File: config.mk
export PLATFORM = sky130hd
export DESIGN_NAME = lzc_pipelined
export DESIGN_NICKNAME = d
export VERILOG_FILES = /design/src/rtl/fpu_lzc_pkg.sv /design/src/rtl/lzc_merge.sv /design/src/rtl/lzc_pipelined.sv
export SDC_FILE = /design/constraint.sdc
export NUM_CORES = 1
export LEC_CHECK = 0
export ABC_AREA = 1
export ABC_CLOCK_PERIOD_IN_PS = 2400
export BUFFER_PORTS_ARGS = -buffer_cell sky130_fd_sc_hd__buf_2
export CAP_MARGIN = 20
export CORE_MARGIN = 2
export CORE_UTILIZATION = 40
export CTS_BUF_LIST = sky130_fd_sc_hd__clkbuf_16
export DETAILED_ROUTE_END_ITERATION = 7
export PLACE_DENSITY = 0.66
export SYNTH_ARGS = -nofsm -noshare
export SYNTH_HDL_FRONTEND = slang
export SYNTH_HIERARCHICAL = 1
export SYNTH_SLANG_ARGS = --single-unit
File: constraint.sdc
create_clock -name clk -period 2.4 [get_ports clk]
set_input_delay 0.24 -clock clk [delete_from_list [all_inputs] [get_ports clk]]
set_output_delay 0.24 -clock clk [all_outputs]
set_load 0.01 [all_outputs]
File: src/rtl/fpu_lzc_pkg.sv
// ---------------------------------------------------------------------------
// fpu_lzc_pkg
//   Shared types and elaboration helpers for the pipelined leading/trailing
//   zero counter used on the FPU normalisation path.
//
//   lzc_mode_t  : scan direction selector (lead = from MSB, trail = from LSB)
//   lzc_levels  : number of merge-tree levels for a given operand width
//   lzc_stages  : number of register stages for a given width / levels-per-stage
// ---------------------------------------------------------------------------
package fpu_lzc_pkg;

  typedef enum logic {
    LZC_LEAD  = 1'b0,
    LZC_TRAIL = 1'b1
  } lzc_mode_t;

  // One tree level per halving of the operand: the leaf level consumes bit
  // pairs, every later level merges two nodes of the level below.
  function automatic int lzc_levels(input int width);
    return $clog2(width);
  endfunction

  // Every REG_EVERY levels close a stage; a partial group at the root still
  // gets its own register, hence the ceiling division.
  function automatic int lzc_stages(input int width, input int reg_every);
    return (lzc_levels(width) + reg_every - 1) / reg_every;
  endfunction

endpackage

File: src/rtl/lzc_merge.sv
// ---------------------------------------------------------------------------
// lzc_merge
//   Purely combinational merge of two adjacent zero-count nodes. The left
//   node covers the more significant half of the span, the right node the
//   less significant half; both halves hold 2**CW bits.
//
//   cnt_left   in  CW    zero count of the MSB half
//   zeros_left in  1     MSB half is all zeros
//   cnt_right  in  CW    zero count of the LSB half
//   zeros_right in 1     LSB half is all zeros
//   cnt        out CW+1  zero count of the merged span
//   zeros      out 1     merged span is all zeros
// ---------------------------------------------------------------------------
module lzc_merge
  import fpu_lzc_pkg::*;
#(
  parameter int CW = 1
) (
  input  logic [CW-1:0] cnt_left,
  input  logic          zeros_left,
  input  logic [CW-1:0] cnt_right,
  input  logic          zeros_right,
  output logic [CW:0]   cnt,
  output logic          zeros
);

  always_comb begin
    zeros = zeros_left & zeros_right;
    if (!zeros_left) begin
      cnt = {1'b0, cnt_left};
    end else if (!zeros_right) begin
      // The whole left half (2**CW zeros) precedes the first one on the right.
      cnt = {1'b1, cnt_right};
    end else begin
      // An all-zero span reports count 0; the root substitutes WIDTH.
      cnt = '0;
    end
  end

endmodule

File: src/rtl/lzc_pipelined.sv
// ---------------------------------------------------------------------------
// lzc_pipelined
//   Pipelined leading/trailing zero counter. A log2(WIDTH)-level merge tree
//   is cut by a register bank after every REG_EVERY levels (and after the
//   root). Each stage has a valid bit; a stage accepts a new beat whenever it
//   is empty or its content moves on, so bubbles collapse even while the
//   output is stalled. A sideband tag travels alongside the data.
//
//   clk        in   1              clock
//   reset      in   1              synchronous, active-high reset
//   in_valid   in   1              input beat valid
//   in_ready   out  1              a beat is accepted this cycle if in_valid
//   in_data    in   WIDTH          operand to scan
//   in_mode    in   1              0 = leading zeros, 1 = trailing zeros
//   in_tag     in   TAG_W          opaque sideband returned with the result
//   out_valid  out  1              result valid
//   out_ready  in   1              downstream accepts the result
//   out_count  out  log2(WIDTH)+1  zero count, 0..WIDTH
//   out_zero   out  1              operand was all zeros
//   out_tag    out  TAG_W          tag of this result
// ---------------------------------------------------------------------------
module lzc_pipelined
  import fpu_lzc_pkg::*;
#(
  parameter int WIDTH     = 32,
  parameter int REG_EVERY = 2,
  parameter int TAG_W     = 8
) (
  input  logic                     clk,
  input  logic                     reset,
  input  logic                     in_valid,
  output logic                     in_ready,
  input  logic [WIDTH-1:0]         in_data,
  input  logic                     in_mode,
  input  logic [TAG_W-1:0]         in_tag,
  output logic                     out_valid,
  input  logic                     out_ready,
  output logic [$clog2(WIDTH):0]   out_count,
  output logic                     out_zero,
  output logic [TAG_W-1:0]         out_tag
);

  localparam int LEVELS = lzc_levels(WIDTH);
  localparam int STAGES = lzc_stages(WIDTH, REG_EVERY);

  genvar gi, ni;

  // -------------------------------------------------------------------------
  // Flow control
  // -------------------------------------------------------------------------
  logic [STAGES-1:0] v_reg;          // stage holds a live beat
  logic [STAGES-1:0] stage_ready;    // stage register will load this cycle
  logic [STAGES-1:0] stage_in_valid; // beat presented to the stage input
  logic [STAGES-1:0] stage_load;     // stage captures a live beat
  logic              ready_acc;

  // A stage can load if it or any stage downstream of it is empty, or the
  // output is being drained. Walking from the output back towards the input
  // keeps this a plain OR-chain with no feedback through stage_ready itself.
  always_comb begin
    ready_acc   = out_ready;
    stage_ready = '0;
    for (int i = STAGES - 1; i >= 0; i--) begin
      ready_acc      = ready_acc | ~v_reg[i];
      stage_ready[i] = ready_acc;
    end
  end

  assign stage_load = stage_ready & stage_in_valid;
  assign in_ready   = stage_ready[0];
  assign out_valid  = v_reg[STAGES-1];

  always_ff @(posedge clk) begin
    if (reset) begin
      v_reg <= '0;
    end else begin
      for (int i = 0; i < STAGES; i++) begin
        if (stage_ready[i]) begin
          v_reg[i] <= stage_in_valid[i];
        end
      end
    end
  end

  // -------------------------------------------------------------------------
  // Tag delay line, one register per stage, moving in lockstep with the data
  // -------------------------------------------------------------------------
  for (gi = 0; gi < STAGES; gi++) begin : g_stage
    logic [TAG_W-1:0] tag_in;
    logic [TAG_W-1:0] tag_reg;

    if (gi == 0) begin : g_head
      assign stage_in_valid[gi] = in_valid;
      assign tag_in             = in_tag;
    end else begin : g_body
      assign stage_in_valid[gi] = v_reg[gi-1];
      assign tag_in             = g_stage[gi-1].tag_reg;
    end

    always_ff @(posedge clk) begin
      if (reset) begin
        tag_reg <= '0;
      end else if (stage_load[gi]) begin
        tag_reg <= tag_in;
      end
    end
  end

  // -------------------------------------------------------------------------
  // Tree entry: trailing-zero mode is leading-zero counting on the mirrored
  // operand, so the rest of the tree is mode-agnostic.
  // -------------------------------------------------------------------------
  logic [WIDTH-1:0] data_rev;
  logic [WIDTH-1:0] entry_data;

  for (gi = 0; gi < WIDTH; gi++) begin : g_rev
    assign data_rev[gi] = in_data[WIDTH-1-gi];
  end

  assign entry_data = (lzc_mode_t'(in_mode) == LZC_TRAIL) ? data_rev : in_data;

  // -------------------------------------------------------------------------
  // Merge tree. Level gi has WIDTH>>gi nodes, each with a gi-bit count and an
  // all-zero flag. Node ni of a level covers the span just above node ni-1,
  // so node 2*ni+1 of the level below is the MSB-side (left) child of node ni.
  // -------------------------------------------------------------------------
  for (gi = 1; gi <= LEVELS; gi++) begin : g_lvl
    localparam int  NODES    = WIDTH >> gi;
    localparam bit  REG_HERE = ((gi % REG_EVERY) == 0) || (gi == LEVELS);

    logic [NODES*gi-1:0] cnt_next;
    logic [NODES-1:0]    zeros_next;
    logic [NODES*gi-1:0] cnt_out;
    logic [NODES-1:0]    zeros_out;

    if (gi == 1) begin : g_leaf
      for (ni = 0; ni < NODES; ni++) begin : g_node
        assign zeros_next[ni] = ~entry_data[2*ni+1] & ~entry_data[2*ni];
        assign cnt_next[ni]   = ~entry_data[2*ni+1];
      end
    end else begin : g_merge
      for (ni = 0; ni < NODES; ni++) begin : g_node
        lzc_merge #(
          .CW (gi - 1)
        ) u_merge (
          .cnt_left    (g_lvl[gi-1].cnt_out[(2*ni+1)*(gi-1) +: (gi-1)]),
          .zeros_left  (g_lvl[gi-1].zeros_out[2*ni+1]),
          .cnt_right   (g_lvl[gi-1].cnt_out[(2*ni)*(gi-1) +: (gi-1)]),
          .zeros_right (g_lvl[gi-1].zeros_out[2*ni]),
          .cnt         (cnt_next[ni*gi +: gi]),
          .zeros       (zeros_next[ni])
        );
      end
    end

    if (REG_HERE) begin : g_reg
      // Level gi closes stage (gi-1)/REG_EVERY; the root closes the last one.
      localparam int STG = (gi - 1) / REG_EVERY;

      logic [NODES*gi-1:0] cnt_reg;
      logic [NODES-1:0]    zeros_reg;

      // Loads only on a live beat so undriven inputs never enter the pipe.
      always_ff @(posedge clk) begin
        if (reset) begin
          cnt_reg   <= '0;
          zeros_reg <= '0;
        end else if (stage_load[STG]) begin
          cnt_reg   <= cnt_next;
          zeros_reg <= zeros_next;
        end
      end

      assign cnt_out   = cnt_reg;
      assign zeros_out = zeros_reg;
    end else begin : g_comb
      assign cnt_out   = cnt_next;
      assign zeros_out = zeros_next;
    end
  end

  // -------------------------------------------------------------------------
  // Root: the tree reports 0 for an all-zero span, which becomes WIDTH here.
  // Both root and tag sit in last-stage registers, so they hold while stalled.
  // -------------------------------------------------------------------------
  assign out_zero  = g_lvl[LEVELS].zeros_out[0];
  assign out_count = out_zero ? (LEVELS+1)'(WIDTH)
                              : {1'b0, g_lvl[LEVELS].cnt_out};
  assign out_tag   = g_stage[STAGES-1].tag_reg;

endmodule
Yosys cells after proc, flatten, opt, wreduce, memory -nomap -nowiden
Cells that the tools add are included.
- bits in latches: 0
- word-level logic and storage cells: 114
- ROM bits: 0
- flip-flop bits (word level): 67
- memory bits (writable): 0
- memories: 0
- reductions and logical operators: 0
- $mul: 0
- multiplexer cells: 32
- shifts and indexed selects: 0
- order comparisons: 0
- add/subtract/negate cells: 0
- bitwise logic cells: 70
- divide/modulo/power cells: 0
- eq/ne operators: 0
- operators by type and width (cell ; number):
    1-bit NOT ; 35
    2-bit 2-to-1 mux ; 16
    32-bit 2-to-1 mux ; 1
    1-bit bitwise AND ; 31
    3-bit 2-to-1 mux ; 8
    4-bit 2-to-1 mux ; 4
    5-bit 2-to-1 mux ; 2
    6-bit 2-to-1 mux ; 1
    3-bit bitwise AND ; 1
    1-bit OR ; 3

Longest topological paths before layout
- depth in word-level cells: 5
- depth in mapped cells: 13
- depth with buffers taken out: 11

By module
The synthesis kept the hierarchy.
- modules (own cells, without submodules) (module ; instances ; area each (µm²) ; cells an instance):
    lzc_pipelined ; 1 ; 3270.6 ; 500
    lzc_merge at g_lvl[2].g_merge.g_node[0].u_merge ... ; 8 ; 31.3 ; 8
    lzc_merge at g_lvl[3].g_merge.g_node[0].u_merge ... ; 4 ; 43.8 ; 11
    lzc_merge at g_lvl[4].g_merge.g_node[0].u_merge ... ; 2 ; 56.3 ; 14
    lzc_merge at g_lvl[5].g_merge.g_node[0].u_merge ; 1 ; 68.8 ; 17

Least setup slack after synthesis
OpenSTA, ideal clock, no wires.
- path kind: in2reg
- start point: in in_mode
- end point: reg g_lvl[2].g_reg.cnt_reg[4]
- slack: 953 ps
- cell stages on the path: 12
- arrival: 1332 ps
- buffers on the path: 2
- path through: buf_2 > buf_2 > nor2_1 > nor2_1 > a211oi_1 > inv_1 > nand2_1 > nand2_1 > inv_1 > nand3_2 > nand2_1 > nor2_1
- elaborated cells on any way between the ends: 9
- classes of those cells: mux: 3; bitwise: 6
- RTL lines (element ; line ; text):
    start, declared ; lzc_pipelined.sv:34 ; input logic in_mode,
    32-bit 2-to-1 mux (*) ; lzc_pipelined.sv:120 ; assign entry_data = (lzc_mode_t'(in_mode) == LZC_TRAIL) ? data_rev : in_data;
    1-bit NOT ; lzc_pipelined.sv:138 ; assign zeros_next[ni] = ~entry_data[2*ni+1] & ~entry_data[2*ni];
    1-bit bitwise AND (*) ; lzc_pipelined.sv:138 ;
    net g_lvl[1].zeros_next[5] ; lzc_pipelined.sv:132 ; logic [NODES-1:0] zeros_next;
    2-bit 2-to-1 mux (*) ; lzc_merge.sv:29 ; if (!zeros_left) begin
    net g_lvl[2].cnt_next[4] ; lzc_pipelined.sv:131 ; logic [NODES*gi-1:0] cnt_next;
    end signal, assigned ; lzc_pipelined.sv:169 ; cnt_reg <= cnt_next;
    end, declared ; lzc_pipelined.sv:160 ; logic [NODES*gi-1:0] cnt_reg;
The timed path passes the listed nets; every way through them passes the cells marked *.
A chain may end at the register's enable or synchronous reset.

Final worst setup path
- start point: reg v_reg[2]
- end point: out in_ready
- cells in the longest elaborated chain, start to end: 4
- RTL lines (element ; line ; text):
    start, declared ; lzc_pipelined.sv:51 ; logic [STAGES-1:0] v_reg;
    start signal, assigned by index ; lzc_pipelined.sv:79 ; v_reg[i] <= stage_in_valid[i];
    1-bit NOT ; lzc_pipelined.sv:64 ; ready_acc = ready_acc | ~v_reg[i];
    1-bit OR (3 in series) ; lzc_pipelined.sv:64 ;
    end, declared ; lzc_pipelined.sv:32 ; output logic in_ready,
Every way passes these cells.

==> out/summary.txt <==
setup bufs post-CTS = 0
mean area per synthesized cell = 5.94 sq um
DRC errors left = 0
Leak = 2.43 nW
post-synthesis cell type count = 20
Final Slew Violations = 0
Die ar. = 10,500 sq um
die width = 102 microns
power density over the cells = 664 nW/um^2
GR Util All Layers = 15.7%
cell taking the most area after synthesis = dfxtp_1
top-area cell type share of the netlist area = 34.6%
Syn Nets = 698
cell area after layout = 4500 sq um
Worst-Margin Slew = 0.801 ns
Clock Tree Buf Depth = 2
CP Launch Type = flop
Clock Skew = 0.00653 ns
status = complete, no violations
maxcap violations = 0
Syn Inst Count = 653
Yosys Warn Count = 6
Crit Path Max Fanout = 66
Num CTS Buffers = 9
Crit Path Class = flop to primary output
vias in the first global route = 3,315
Core Rows = 35
worst skew pair latency = 0.33 ns
hold path depth = 2
CTS clk-pin slew, worst paths = 0.06 ns
final WL = 7.54 mm
Crit-path slowest cell = buf_4
IR drop worst, VDD = 0.324 mV
post-synthesis register bit count = 67
Initial Util = 41.6%
Max-slew headroom = 46.3%
Hold Fails Final Rpt = 0
Mapped Area = 3880 sq um
HPWL Detailed = 5.56 mm
slowest stage delay, CP = 0.54 ns
hold_buf cts = 0
global-route wire length before repair = 13.6 mm
CTS tree = built
fillers = 1,019
NumNets Final = 741
Fmax = 0.552 GHz
post-detailed-route wirelength per cell = 9.09 microns
CP Cell Sequence = nand4_1 > buf_4 > buf_2
Ant. Diodes = 0
post_cts resized = 0
PortBufs = 61
clk sinks = 67
total number of vias = 3,671
Die Y = 102 microns
drt via density = 4.42
final worst-path cycle share = 75.5%
RSZ-0062 raised after global routing = no
CTS H-tree lvls = 3
GPL Wtd Cong = 0.867
CP Data Required Time = 2.16 ns
Core ar. = 9330 sq um
Final min period = 1.81 ns
total gr overflow = 0
post-route ant nets = 0
CP arrival = 1.57 ns
Final Setup Violations = 0
sequential fraction of the synthesis area = 34.6%
largest net degree at the start of global routing = 67
Fin Setup TNS = 0 ns
area delta synth->final = 16.1%
DRT iter0 DRCs = 175
initial antenna violation count = 0
Ports = 62
max FFs per register = 29
Worst Hold Class = primary input to flop
layout cells sized above 1 = 15.1%
setup slack, reg-to-reg = 0.98 ns
top cells by area, synth = dfxtp_1 (35%), nor2_1 (17%), nand2_1 (12%)
Post-Place Cell Area = 4190 sq um
worst reg-to-reg path cell count = 5
clk root buf = clkbuf_16
crit path capture type = primary output
First-pass DRT Iterations = 4
[placed cells by master (no fill, tap or decap), drive strengths merged]
cell and n:
nand3 59, nor2 180, o21ai 32, clkinvlp 1
a21oi 35, bufinv 1, clkbuf 9, nand2 126
inv 114, clkinv 3, nand4 1, a211oi 8
dfxtp 67, buf 65
[cell type report]
| class | count | area [sq um] | share of cell area (%) |
|---|---|---|---|
| Inverter | 112 | 425 | 9.45 |
| Clock buffer | 9 | 225 | 5.00 |
| Clock inverter | 7 | 83.8 | 1.86 |
| Sequential cell | 67 | 1340 | 29.8 |
| Timing Repair Buffer | 65 | 348 | 7.73 |
| Multi-Input combinational cell | 441 | 1920 | 42.6 |
| Tap cell | 129 | 161 | 3.59 |
[worst max-delay path: cells and delay by family (launching register included)]
family	cells	cell delay, ns
buffers and inverters	2	0.79
and+or+nand+nor	1	0.10
DFF	1	0.34
[power by group]
group | switching, W | internal, W
registers | 0.0000431 | 0.00118
clock network | 0.000511 | 0.000821
logic | 0.000258 | 0.000171
[per-layer routing]
layer  routed length [microns]  track usage (%)
met1                      3790             19.9
met2                      3310             26.2
met3                       361             4.04
met4                        87             4.62
met5                         0                0
[stage by stage]
| step | util [%] | power, W | setup WS (ns) | hold WS [ns] | instances |
|---|---|---|---|---|---|
| 4_1_cts | 48.2 | 0.00302 | 0.583 | 0.114 | 830 |
| 6_report | 48.2 | 0.00299 | 0.589 | 0.122 | 830 |
| 5_1_grt | 48.2 | 0.00315 | 0.481 | 0.112 | 830 |
| 2_1_floorplan | - | 0.00157 | 0.953 | 0.309 | 653 |
| 3_3_place_gp | 44.9 | 0.00167 | 0.617 | 0.452 | 814 |
| 3_5_place_dp | 44.9 | 0.00168 | 0.506 | 0.462 | 814 |
[cells by family after synthesis]
kind of cell | Yosys count | share of synthesized area [%]
AOI/OAI and AO/OA | 75 | 10.7
buffers and inverters | 145 | 16.0
DFF | 67 | 34.6
and+or+nand+nor | 366 | 38.7
[cells in the mapped netlist]
cell and n:
nor2_1 180, nand2_1 126, inv_1 100, dfxtp_1 67, nand3_1 49, a21oi_1 35, o21ai_0 32, buf_2 14
inv_2 10, nand3_2 10, clkbuf_1 7, buf_6 5, a211oi_1 4, a211oi_2 4, buf_4 4, buf_1 2
clkbuf_2 1, clkinv_1 1, inv_6 1, nand4_1 1
[worst paths after layout]
| path | to | start |
|---|---|---|
| worst min register to register | g_stage[0].tag_reg[2] | g_stage[0].tag_reg[2] |
| worst max-delay path | in_ready | v_reg[2] |
| worst max register to register | g_lvl[2].cnt_out[2] | v_reg[2] |
| worst min-delay path | v_reg[0] | reset |
Note: power is estimated with default switching activity, not from simulation.
